$ cat config.mk
export PLATFORM = sky130hd
export DESIGN_NAME = id_stage
export DESIGN_NICKNAME = d
export VERILOG_FILES = /design/src/rtl/id_stage.sv
export SDC_FILE = /design/constraint.sdc
export NUM_CORES = 1
export LEC_CHECK = 0
export ABC_AREA = 0
export CORE_ASPECT_RATIO = 0.7
export CORE_MARGIN = 5
export CORE_UTILIZATION = 44
export CTS_BUF_LIST = sky130_fd_sc_hd__clkbuf_2 sky130_fd_sc_hd__clkbuf_4 sky130_fd_sc_hd__clkbuf_8
export DETAILED_ROUTE_END_ITERATION = 8
export GPL_TIMING_DRIVEN = 0
export PLACE_DENSITY_LB_ADDON = 0.08
export SLEW_MARGIN = 0
export SYNTH_ARGS = -nofsm -noshare
export SYNTH_HDL_FRONTEND = slang
export SYNTH_SLANG_ARGS = --single-unit
$ cat constraint.sdc
create_clock -name clk -period 2.9 [get_ports clk]
set_clock_uncertainty 0.1 [all_clocks]
set_input_delay 0.29 -clock clk [delete_from_list [all_inputs] [get_ports clk]]
set_output_delay 0.29 -clock clk [all_outputs]
set_load 0.01 [all_outputs]
$ cat src/rtl/id_stage.sv
`default_nettype none
// id_stage: MIPS IF/ID register, opcode decode and ID/EX register with load-use stall and flush.
// Rev 1.0
module id_stage #(
  parameter logic [31:0] NOP_INSTR = 32'h0000_0000,
  parameter int unsigned PC_W      = 32
) (
  input  logic            clk,
  input  logic            rst,
  input  logic            if_valid,
  input  logic [31:0]     if_instr,
  input  logic [PC_W-1:0] if_pc4,
  input  logic            flush,
  output logic            stall_o,
  output logic [4:0]      rs,
  output logic [4:0]      rt,
  output logic            ex_valid,
  output logic [4:0]      ex_rs,
  output logic [4:0]      ex_rt,
  output logic [4:0]      ex_rd,
  output logic            ex_w_rb,
  output logic            ex_mem_read,
  output logic            ex_mem_write,
  output logic            ex_branch,
  output logic            ex_jump,
  output logic [2:0]      ex_alu_op,
  output logic            ex_alu_src,
  output logic [31:0]     ex_imm,
  output logic [25:0]     ex_jtarget,
  output logic [PC_W-1:0] ex_pc4,
  output logic            illegal_o
);

  localparam logic [2:0] ALU_ADD = 3'd0;
  localparam logic [2:0] ALU_SUB = 3'd1;
  localparam logic [2:0] ALU_AND = 3'd2;
  localparam logic [2:0] ALU_OR  = 3'd3;
  localparam logic [2:0] ALU_SLT = 3'd4;

  localparam logic [5:0] OP_RTYPE = 6'b000000;
  localparam logic [5:0] OP_ADDI  = 6'b001000;
  localparam logic [5:0] OP_LW    = 6'b100011;
  localparam logic [5:0] OP_SW    = 6'b101011;
  localparam logic [5:0] OP_BEQ   = 6'b000100;
  localparam logic [5:0] OP_J     = 6'b000010;

  localparam logic [5:0] FN_ADD = 6'b100000;
  localparam logic [5:0] FN_SUB = 6'b100010;
  localparam logic [5:0] FN_AND = 6'b100100;
  localparam logic [5:0] FN_OR  = 6'b100101;
  localparam logic [5:0] FN_SLT = 6'b101010;

  // IF/ID pipeline register
  logic [31:0]     ifid_instr_q, ifid_instr_d;
  logic            ifid_valid_q, ifid_valid_d;
  logic [PC_W-1:0] ifid_pc4_q,   ifid_pc4_d;

  // ID/EX pipeline register
  logic            ex_valid_q,     ex_valid_d;
  logic [4:0]      ex_rs_q,        ex_rs_d;
  logic [4:0]      ex_rt_q,        ex_rt_d;
  logic [4:0]      ex_rd_q,        ex_rd_d;
  logic            ex_w_rb_q,      ex_w_rb_d;
  logic            ex_mem_read_q,  ex_mem_read_d;
  logic            ex_mem_write_q, ex_mem_write_d;
  logic            ex_branch_q,    ex_branch_d;
  logic            ex_jump_q,      ex_jump_d;
  logic [2:0]      ex_alu_op_q,    ex_alu_op_d;
  logic            ex_alu_src_q,   ex_alu_src_d;
  logic [31:0]     ex_imm_q,       ex_imm_d;
  logic [25:0]     ex_jtarget_q,   ex_jtarget_d;
  logic [PC_W-1:0] ex_pc4_q,       ex_pc4_d;
  logic            illegal_q,      illegal_d;

  // Decode results for the instruction currently in IF/ID
  logic [5:0] dec_op;
  logic [5:0] dec_funct;
  logic [4:0] dec_rs;
  logic [4:0] dec_rt;
  logic       dec_legal;
  logic [4:0] dec_rd;
  logic       dec_w_rb;
  logic       dec_mem_read;
  logic       dec_mem_write;
  logic       dec_branch;
  logic       dec_jump;
  logic [2:0] dec_alu_op;
  logic       dec_alu_src;
  logic       dec_uses_rs;
  logic       dec_uses_rt;
  logic       hz;
  logic       issue;

  assign dec_op    = ifid_instr_q[31:26];
  assign dec_funct = ifid_instr_q[5:0];
  assign dec_rs    = ifid_instr_q[25:21];
  assign dec_rt    = ifid_instr_q[20:16];

  always_comb begin
    dec_legal     = 1'b0;
    dec_rd        = 5'd0;
    dec_w_rb      = 1'b0;
    dec_mem_read  = 1'b0;
    dec_mem_write = 1'b0;
    dec_branch    = 1'b0;
    dec_jump      = 1'b0;
    dec_alu_op    = ALU_ADD;
    dec_alu_src   = 1'b0;
    dec_uses_rs   = 1'b0;
    dec_uses_rt   = 1'b0;
    case (dec_op)
      OP_RTYPE: begin
        dec_rd      = ifid_instr_q[15:11];
        dec_w_rb    = 1'b1;
        dec_uses_rs = 1'b1;
        dec_uses_rt = 1'b1;
        case (dec_funct)
          FN_ADD: begin dec_legal = 1'b1; dec_alu_op = ALU_ADD; end
          FN_SUB: begin dec_legal = 1'b1; dec_alu_op = ALU_SUB; end
          FN_AND: begin dec_legal = 1'b1; dec_alu_op = ALU_AND; end
          FN_OR:  begin dec_legal = 1'b1; dec_alu_op = ALU_OR;  end
          FN_SLT: begin dec_legal = 1'b1; dec_alu_op = ALU_SLT; end
          // Only the canonical all-zero sll is accepted, as a NOP
          default: dec_legal = (ifid_instr_q == 32'h0000_0000);
        endcase
      end
      OP_ADDI: begin
        dec_legal   = 1'b1;
        dec_rd      = dec_rt;
        dec_w_rb    = 1'b1;
        dec_alu_src = 1'b1;
        dec_uses_rs = 1'b1;
      end
      OP_LW: begin
        dec_legal    = 1'b1;
        dec_rd       = dec_rt;
        dec_w_rb     = 1'b1;
        dec_mem_read = 1'b1;
        dec_alu_src  = 1'b1;
        dec_uses_rs  = 1'b1;
      end
      OP_SW: begin
        dec_legal     = 1'b1;
        dec_mem_write = 1'b1;
        dec_alu_src   = 1'b1;
        dec_uses_rs   = 1'b1;
        dec_uses_rt   = 1'b1;
      end
      OP_BEQ: begin
        dec_legal   = 1'b1;
        dec_branch  = 1'b1;
        dec_alu_op  = ALU_SUB;
        dec_uses_rs = 1'b1;
        dec_uses_rt = 1'b1;
      end
      OP_J: begin
        dec_legal = 1'b1;
        dec_jump  = 1'b1;
      end
      default: dec_legal = 1'b0;
    endcase
  end

  // Load-use hazard against the load sitting in ID/EX
  assign hz = ifid_valid_q & dec_legal & ex_valid_q & ex_mem_read_q & (ex_rd_q != 5'd0)
            & (((ex_rd_q == dec_rs) & dec_uses_rs) | ((ex_rd_q == dec_rt) & dec_uses_rt));

  assign stall_o = hz & ~flush;
  assign issue   = ifid_valid_q & dec_legal & ~flush & ~hz;

  always_comb begin
    ifid_instr_d = ifid_instr_q;
    ifid_valid_d = ifid_valid_q;
    ifid_pc4_d   = ifid_pc4_q;
    if (flush || (!hz && !if_valid)) begin
      ifid_instr_d = NOP_INSTR;
      ifid_valid_d = 1'b0;
      ifid_pc4_d   = '0;
    end else if (!hz) begin
      ifid_instr_d = if_instr;
      ifid_valid_d = 1'b1;
      ifid_pc4_d   = if_pc4;
    end
  end

  always_comb begin
    ex_valid_d     = 1'b0;
    ex_rs_d        = 5'd0;
    ex_rt_d        = 5'd0;
    ex_rd_d        = 5'd0;
    ex_w_rb_d      = 1'b0;
    ex_mem_read_d  = 1'b0;
    ex_mem_write_d = 1'b0;
    ex_branch_d    = 1'b0;
    ex_jump_d      = 1'b0;
    ex_alu_op_d    = ALU_ADD;
    ex_alu_src_d   = 1'b0;
    ex_imm_d       = 32'd0;
    ex_jtarget_d   = 26'd0;
    ex_pc4_d       = '0;
    illegal_d      = ifid_valid_q & ~dec_legal & ~flush;
    if (issue) begin
      ex_valid_d     = 1'b1;
      ex_rs_d        = dec_rs;
      ex_rt_d        = dec_rt;
      ex_rd_d        = dec_rd;
      // A write to $0 is never issued
      ex_w_rb_d      = dec_w_rb & (dec_rd != 5'd0);
      ex_mem_read_d  = dec_mem_read;
      ex_mem_write_d = dec_mem_write;
      ex_branch_d    = dec_branch;
      ex_jump_d      = dec_jump;
      ex_alu_op_d    = dec_alu_op;
      ex_alu_src_d   = dec_alu_src;
      ex_imm_d       = {{16{ifid_instr_q[15]}}, ifid_instr_q[15:0]};
      ex_jtarget_d   = ifid_instr_q[25:0];
      ex_pc4_d       = ifid_pc4_q;
    end
  end

  always_ff @(posedge clk or negedge rst) begin
    if (!rst) begin
      ifid_instr_q   <= NOP_INSTR;
      ifid_valid_q   <= 1'b0;
      ifid_pc4_q     <= '0;
      ex_valid_q     <= 1'b0;
      ex_rs_q        <= 5'd0;
      ex_rt_q        <= 5'd0;
      ex_rd_q        <= 5'd0;
      ex_w_rb_q      <= 1'b0;
      ex_mem_read_q  <= 1'b0;
      ex_mem_write_q <= 1'b0;
      ex_branch_q    <= 1'b0;
      ex_jump_q      <= 1'b0;
      ex_alu_op_q    <= 3'd0;
      ex_alu_src_q   <= 1'b0;
      ex_imm_q       <= 32'd0;
      ex_jtarget_q   <= 26'd0;
      ex_pc4_q       <= '0;
      illegal_q      <= 1'b0;
    end else begin
      ifid_instr_q   <= ifid_instr_d;
      ifid_valid_q   <= ifid_valid_d;
      ifid_pc4_q     <= ifid_pc4_d;
      ex_valid_q     <= ex_valid_d;
      ex_rs_q        <= ex_rs_d;
      ex_rt_q        <= ex_rt_d;
      ex_rd_q        <= ex_rd_d;
      ex_w_rb_q      <= ex_w_rb_d;
      ex_mem_read_q  <= ex_mem_read_d;
      ex_mem_write_q <= ex_mem_write_d;
      ex_branch_q    <= ex_branch_d;
      ex_jump_q      <= ex_jump_d;
      ex_alu_op_q    <= ex_alu_op_d;
      ex_alu_src_q   <= ex_alu_src_d;
      ex_imm_q       <= ex_imm_d;
      ex_jtarget_q   <= ex_jtarget_d;
      ex_pc4_q       <= ex_pc4_d;
      illegal_q      <= illegal_d;
    end
  end

  assign rs           = dec_rs;
  assign rt           = dec_rt;
  assign ex_valid     = ex_valid_q;
  assign ex_rs        = ex_rs_q;
  assign ex_rt        = ex_rt_q;
  assign ex_rd        = ex_rd_q;
  assign ex_w_rb      = ex_w_rb_q;
  assign ex_mem_read  = ex_mem_read_q;
  assign ex_mem_write = ex_mem_write_q;
  assign ex_branch    = ex_branch_q;
  assign ex_jump      = ex_jump_q;
  assign ex_alu_op    = ex_alu_op_q;
  assign ex_alu_src   = ex_alu_src_q;
  assign ex_imm       = ex_imm_q;
  assign ex_jtarget   = ex_jtarget_q;
  assign ex_pc4       = ex_pc4_q;
  assign illegal_o    = illegal_q;

endmodule
`default_nettype wire

# --- Yosys cells after proc, flatten, opt, wreduce, memory -nomap -nowiden ---
# Cells that the tools add are included.
classes:
  n_eq_ne: 13
  n_mux: 33
  bitwise_logic: 17
  reduce_logical: 15
op_table:
  columns: ["cell", "count"]
  rows:
  - ["$mux W32", 6]
  - ["$eq A6 B6 Y1 const B", 7]
  - ["$logic_not A32 Y1", 1]
  - ["$mux W26", 1]
  - ["$mux W1", 18]
  - ["$mux W5", 3]
  - ["$reduce_or A5 Y1", 3]
  - ["$and A1 B1 Y1", 13]
  - ["$pmux W3 S4", 1]
  - ["$eq A5 B5 Y1", 2]
  - ["$pmux W5 S2", 1]
  - ["$reduce_bool A5 Y1", 2]
  - ["$reduce_or A3 Y1", 3]
  - ["$eq A6 B2 Y1 const B", 1]
  - ["$eq A6 B3 Y1 const B", 1]
  - ["$eq A6 B4 Y1 const B", 1]
  - ["$logic_not A6 Y1", 1]
  - ["$pmux W3 S2", 1]
  - ["$mux W3", 1]
  - ["$not A1 Y1", 3]
  - ["$logic_not A1 Y1", 2]
  - ["$ne A2 B1 Y1 const B", 1]
  - ["$pmux W1 S2", 1]
  - ["$reduce_or A2 Y1", 1]
  - ["other kinds (3)", 3]
word_totals:
  reg_bits: 181
  in_bits: 68
  output_inout_bits: 127
  elab_cells: 96

# --- Depth between registers and ports, before layout ---
# Gate-level depths: netlist of the first run.
depth:
  depth_word: 13
  mapped_depth: 9

# --- Least setup slack after synthesis of the first run ---
# OpenSTA, ideal clock, no wires.
synth_timing:
  path_type: "register -> register"
  startpoint: "register ifid_instr_q[27]"
  endpoint: "register ifid_instr_q[26]"
  setup_time_ps: 79
  t_arrival_ps: 2167
  required_ps: 2721
  path_slack_ps: 554
  path_stages_with_launch: 9
  path_cell_list: "dfrtp_1 nor4_4 a21oi_1 or4_4 a21oi_2 and3b_2 buf_12 buf_12 mux2i_1"
synth_via:
  elab_chain_len: 12
  elab_cells_between_ends: 27
  cone_classes: "eq/ne (6); mux (5); bitwise (8); reduce/logical (8)"
synth_lines:
  columns: ["item", "line", "text"]
  rows:
  - ["from (decl)", "54", "logic [31:0] ifid_instr_q, ifid_instr_d;"]
  - ["from (signal assigned)", "242", "ifid_instr_q <= ifid_instr_d;"]
  - ["$logic_not A32 Y1 (tied with other cells)", "124", "default: dec_legal = (ifid_instr_q == 32'h0000_0000);"]
  - ["$mux W1 or $reduce_or A5 Y1 (tied branches)", null, null]
  - ["$pmux W1 S2", "111", "case (dec_op)"]
  - ["$and A1 B1 Y1 (4 in a row)", "165", "assign hz = ifid_valid_q & dec_legal & ex_valid_q & ex_mem_read_q & (ex_rd_q != 5'd0)"]
  - ["$and A1 B1 Y1 *", "166", "& (((ex_rd_q == dec_rs) & dec_uses_rs) | ((ex_rd_q == dec_rt) & dec_uses_rt));"]
  - ["$logic_not A1 Y1", null, null]
  - ["$logic_and A1 B1 Y1", "175", "if (flush || (!hz && !if_valid)) begin"]
  - ["$logic_or A1 B1 Y1", "175", null]
  - ["$ne A2 B1 Y1 (no source line) or $mux W32 (tied branches)", null, null]
# Mark *: on every way between the ends. The rest lies on a longest branch, timed or not.
# A chain may end at the register's enable or synchronous reset.

# --- Worst setup path after layout of the first run ---
layout_timing:
  startpoint: "register ifid_instr_q[24]"
  endpoint: "output stall_o"
layout_via:
  elab_chain_len: 9
  elab_cells_between_ends: 12
  cone_classes: "eq/ne (1); mux (2); bitwise (8); reduce/logical (1)"
layout_lines:
  columns: ["item", "line", "text"]
  rows:
  - ["$logic_not A32 Y1", "124", null]
  - ["$mux W1", "117", "case (dec_funct)"]
  - ["$pmux W1 S2", "111", null]
  - ["$and A1 B1 Y1 (4 in a row)", "165", null]
  - ["$and A1 B1 Y1 *", "166", null]
  - ["$and A1 B1 Y1 *", "168", "assign stall_o = hz & ~flush;"]
  - ["to (decl)", "14", "output logic stall_o,"]
# Marks and branches as above.

==> flow_summary.ini, run 1 <==
[synth]
yosys.cell_types.count = 41
syn_area_per_cell_um2 = 11.3
ys_warn_count = 0
synth-seq-cells = 139
synth_cells = 557
syn-num-nets = 625
synth_area_mm2 = 0.00632
yosysSeqAreaShare_pct = 55.0

[timing]
finalHoldViolCount = 0
drv_slew = 0
setup_violations = 0
final.min_clock_period_ps = 2760
finalSetupTns_ps = 0
max_slew_margin_pct = 37.6
tightest_slew_ps = 933
fin_crit_sh_pct = 95.2
max_freq_mhz = 362

[drt]
vias = 4616
dr.first_iter.drc_count = 286
drt-vias-per-instance = 4.72
detail-route-antenna-nets = 0
remaining_drc_errors = 0
firstDrtPassIters = 4
wl_per_cell_um = 16.4
routed_wl_um = 16000

[critical_path]
end_kind = output port
cp_cell_sequence = nor4_2, nand2_1, nor4_2, a21oi_1, nand3b_1, nor2_1, buf_2
path_depth = 7
slowest_delay_ps = 520
critPathSlowestCell = dfrtp_1
reg2reg_depth = 7
r2r_end = ex_alu_op[1]
rrSetupSlack_ps = 290
crit_family = simple AND/OR/NAND/NOR gates
path_class = register to output port
arrival_ps = 2370
cp-start-kind = register
critPathMaxFanout = 5
worstPathRequired_ps = 2510
worst_path_most_repeated_cell = nor4_2
worst-path-buf-inv = 1
r2r-start = ifid_instr_q[24]

[global_routing]
grt_remaining_overflow = 0
grt_pass1_wl_um = 25200
grt_max_degree = 87
grt_pass1_vias = 4753
gr-usage-all-layers_pct = 19.2
antenna_found_initial = 0

[power_and_ir_drop]
fin_total_pwr_mw = 4.03
powerDensity_mw_per_mm2 = 446
switchingPower_mw = 0.949
clockPowerShare_pct = 41.0
p_comb_share_pct = 9.0
seq_power_share_pct = 50.0
p_int_mw = 3.08
peakVddDrop_uv = 281
swShare_pct = 23.5
p_leak_nw = 3.94

[placement]
io_buffers = 194
globalplace.congestion = 0.794
dpl.hpwl_um = 11700
placed_cells_incl_taps = 942

[floorplanning]
die_height_um = 110
num_io_pins = 195
start_util_pct = 45.1
die_x_um = 153
dieArea_mm2 = 0.0169
core-area_mm2 = 0.0140
rows = 36

[final_layout]
layout.cells.non_filler = 978
antenna_cells = 0
final_nets = 843
utilization_pct = 64.6
nFillCells = 1089
drive_gt1_share_pct = 15.6
areaGrowthSynthToFinish_pct = 43.1

[clock_tree]
cts.clk_slew.worst_paths_ps = 80
cts_inserted_buffers = 17
clk_latency_ps = 430
cts_sinks = 139
clock-root-buffer = clkbuf_8
clk_path_buf_depth = 2
cts_tree = built
cts_max_level = 4

[min_path]
hp-class = input pin to async pin

[run_status]
status = completed

[run]
cap_violations = 0
-- Yosys cell counts (all sizes together) --
master     n  area (um^2)
dfrtp    139         3480
o32ai      1         8.76
xnor2      6         52.6
nand3b     1         7.51
nor2b      1         6.26
buf       68          587
mux2i     64          641
nor3b      1         7.51
or3        1         11.3
and2      58          363
nor2      15         56.3
or2b       1         7.51
a22oi      6         45.0
nand2b    62          388
a2111oi    1         8.76
inv        3         11.3
and3       6         37.5
nand3      3         15.0
and3b      1         10.0
xor2       4         35.0
nand4      1         6.26
nand2     70          263
nor3       6         30.0
clkbuf    14         52.6
a211o      1         8.76
nor4       8         71.3
and4b      1         10.0
nor4b      1         8.76
or4        3         26.3
a21oi      7         38.8
mux2       1         11.3
a211oi     1         7.51
o211a      1         10.0
-- power by group through the flow --
stage | Clock [mW] | Combinational [mW] | Sequential, mW
2_1_floorplan | 0 | 0.145 | 2.04
3_3_place_gp | 0 | 0.340 | 2.05
3_5_place_dp | 0 | 0.352 | 2.05
4_1_cts | 1.70 | 0.361 | 2.02
5_1_grt | 1.79 | 0.401 | 2.02
6_report | 1.65 | 0.363 | 2.02
-- placed cells by master, fill, tap and decap left out, drive strengths merged, types with 4 or more instances in the layout --
cell           synthesis  final
clkdlybuf4s50          0    192
dfrtp                139    139
buf                   68     75
nand2                 70     70
mux2i                 64     64
nand2b                62     62
and2                  58     58
clkbuf                14     35
nor2                  15     15
nor4                   8      8
a21oi                  7      7
and3                   6      6
xnor2                  6      6
a22oi                  6      6
nor3                   6      6
xor2                   4      4
inv                    3      4
clkinv                 0      4
-- how the worst max path moves through the flow --
stage                startpoint                to  slack, ps
2_1_floorplan  ifid_instr_q[27]  ifid_instr_q[26]        550
4_1_cts        ifid_instr_q[28]           stall_o         30
3_5_place_dp   ifid_instr_q[27]           stall_o          3
5_1_grt        ifid_instr_q[29]           stall_o         -6
6_report       ifid_instr_q[24]           stall_o        140
3_3_place_gp                rst    ex_jtarget[10]      -4030
-- per-stage QoR --
stage,cell area (um^2),worst slack (ps),hold WS (ps)
floorplan,6320,554,-106
global placement,8500,-4030,362
detailed placement,8530,2.88,175
CTS,8990,25.0,264
global route,9040,-6.26,263
finish,9040,140,270
-- final cells by class --
class,instances,area [um^2],share of cell area [%]
Inverter,3,11.3,0.125
Timing Repair Buffer,201,2010,22.3
Buffer,80,631,6.97
Clock inverter,10,141,1.56
Multi-Input combinational cell,333,2250,24.9
Tap cell,190,238,2.63
Clock buffer,22,278,3.07
Sequential cell,139,3480,38.5
-- flip-flops by register name (all words and copies together), names as in the netlist --
signal and cells:
ifid_valid_q 1, ex_valid 1, ex_rd 5, illegal_o 1, ex_mem_write 1, ex_mem_read 1, ex_w_rb 1, ex_pc4 32
ex_alu_src 1, ex_branch 1, ifid_instr_q 32, ex_jump 1, ex_alu_op 3, ex_jtarget 26, ifid_pc4_q 32
-- per-layer routing --
layer  vias to the layer above  share of wire [%]  global-route usage, %
li1                       2199                  -                      -
met1                      2244                 47                   26.6
met2                       159                 45                   29.1
met3                        14                7.3                   6.09
met4                         0                1.1                   6.17
met5                         -                  0                      0
-- cells by family (layout without fill, tap and decap cells) --
| kind of cell | Yosys count | count (layout) | share of synthesized area [%] |
|---|---|---|---|
| buf+inv | 85 | 316 | 10.3 |
| xor+xnor | 10 | 10 | 1.39 |
| flops | 139 | 139 | 55.0 |
| mux | 65 | 65 | 10.3 |
| compound gates | 18 | 18 | 2.02 |
| simple gates | 240 | 240 | 21.0 |
-- repair_timing --
| item | in CTS | in global routing |
|---|---|---|
| hold endpoints to repair | 53 | 0 |
| buffers inserted | 3 | 2 |
| pin swaps | 2 | 5 |
| endpoints found under the setup margin | 1 | 3 |
| hold buffers | 1 | 0 |
| gates resized for setup | 8 | 7 |
Power figures use the tool's default switching activity.
==> inputs of run 2 (changes only) <==
--- a/config.mk
+++ b/config.mk
@@ -10,6 +10,7 @@
 export CORE_MARGIN = 5
 export CORE_UTILIZATION = 44
 export CTS_BUF_LIST = sky130_fd_sc_hd__clkbuf_2 sky130_fd_sc_hd__clkbuf_4 sky130_fd_sc_hd__clkbuf_8
+export CTS_CLUSTER_SIZE = 10
 export DETAILED_ROUTE_END_ITERATION = 8
 export GPL_TIMING_DRIVEN = 0
 export PLACE_DENSITY_LB_ADDON = 0.08
==> results of run 2 <==
The final DEF is identical to that of run 1; final timing and power are the same.
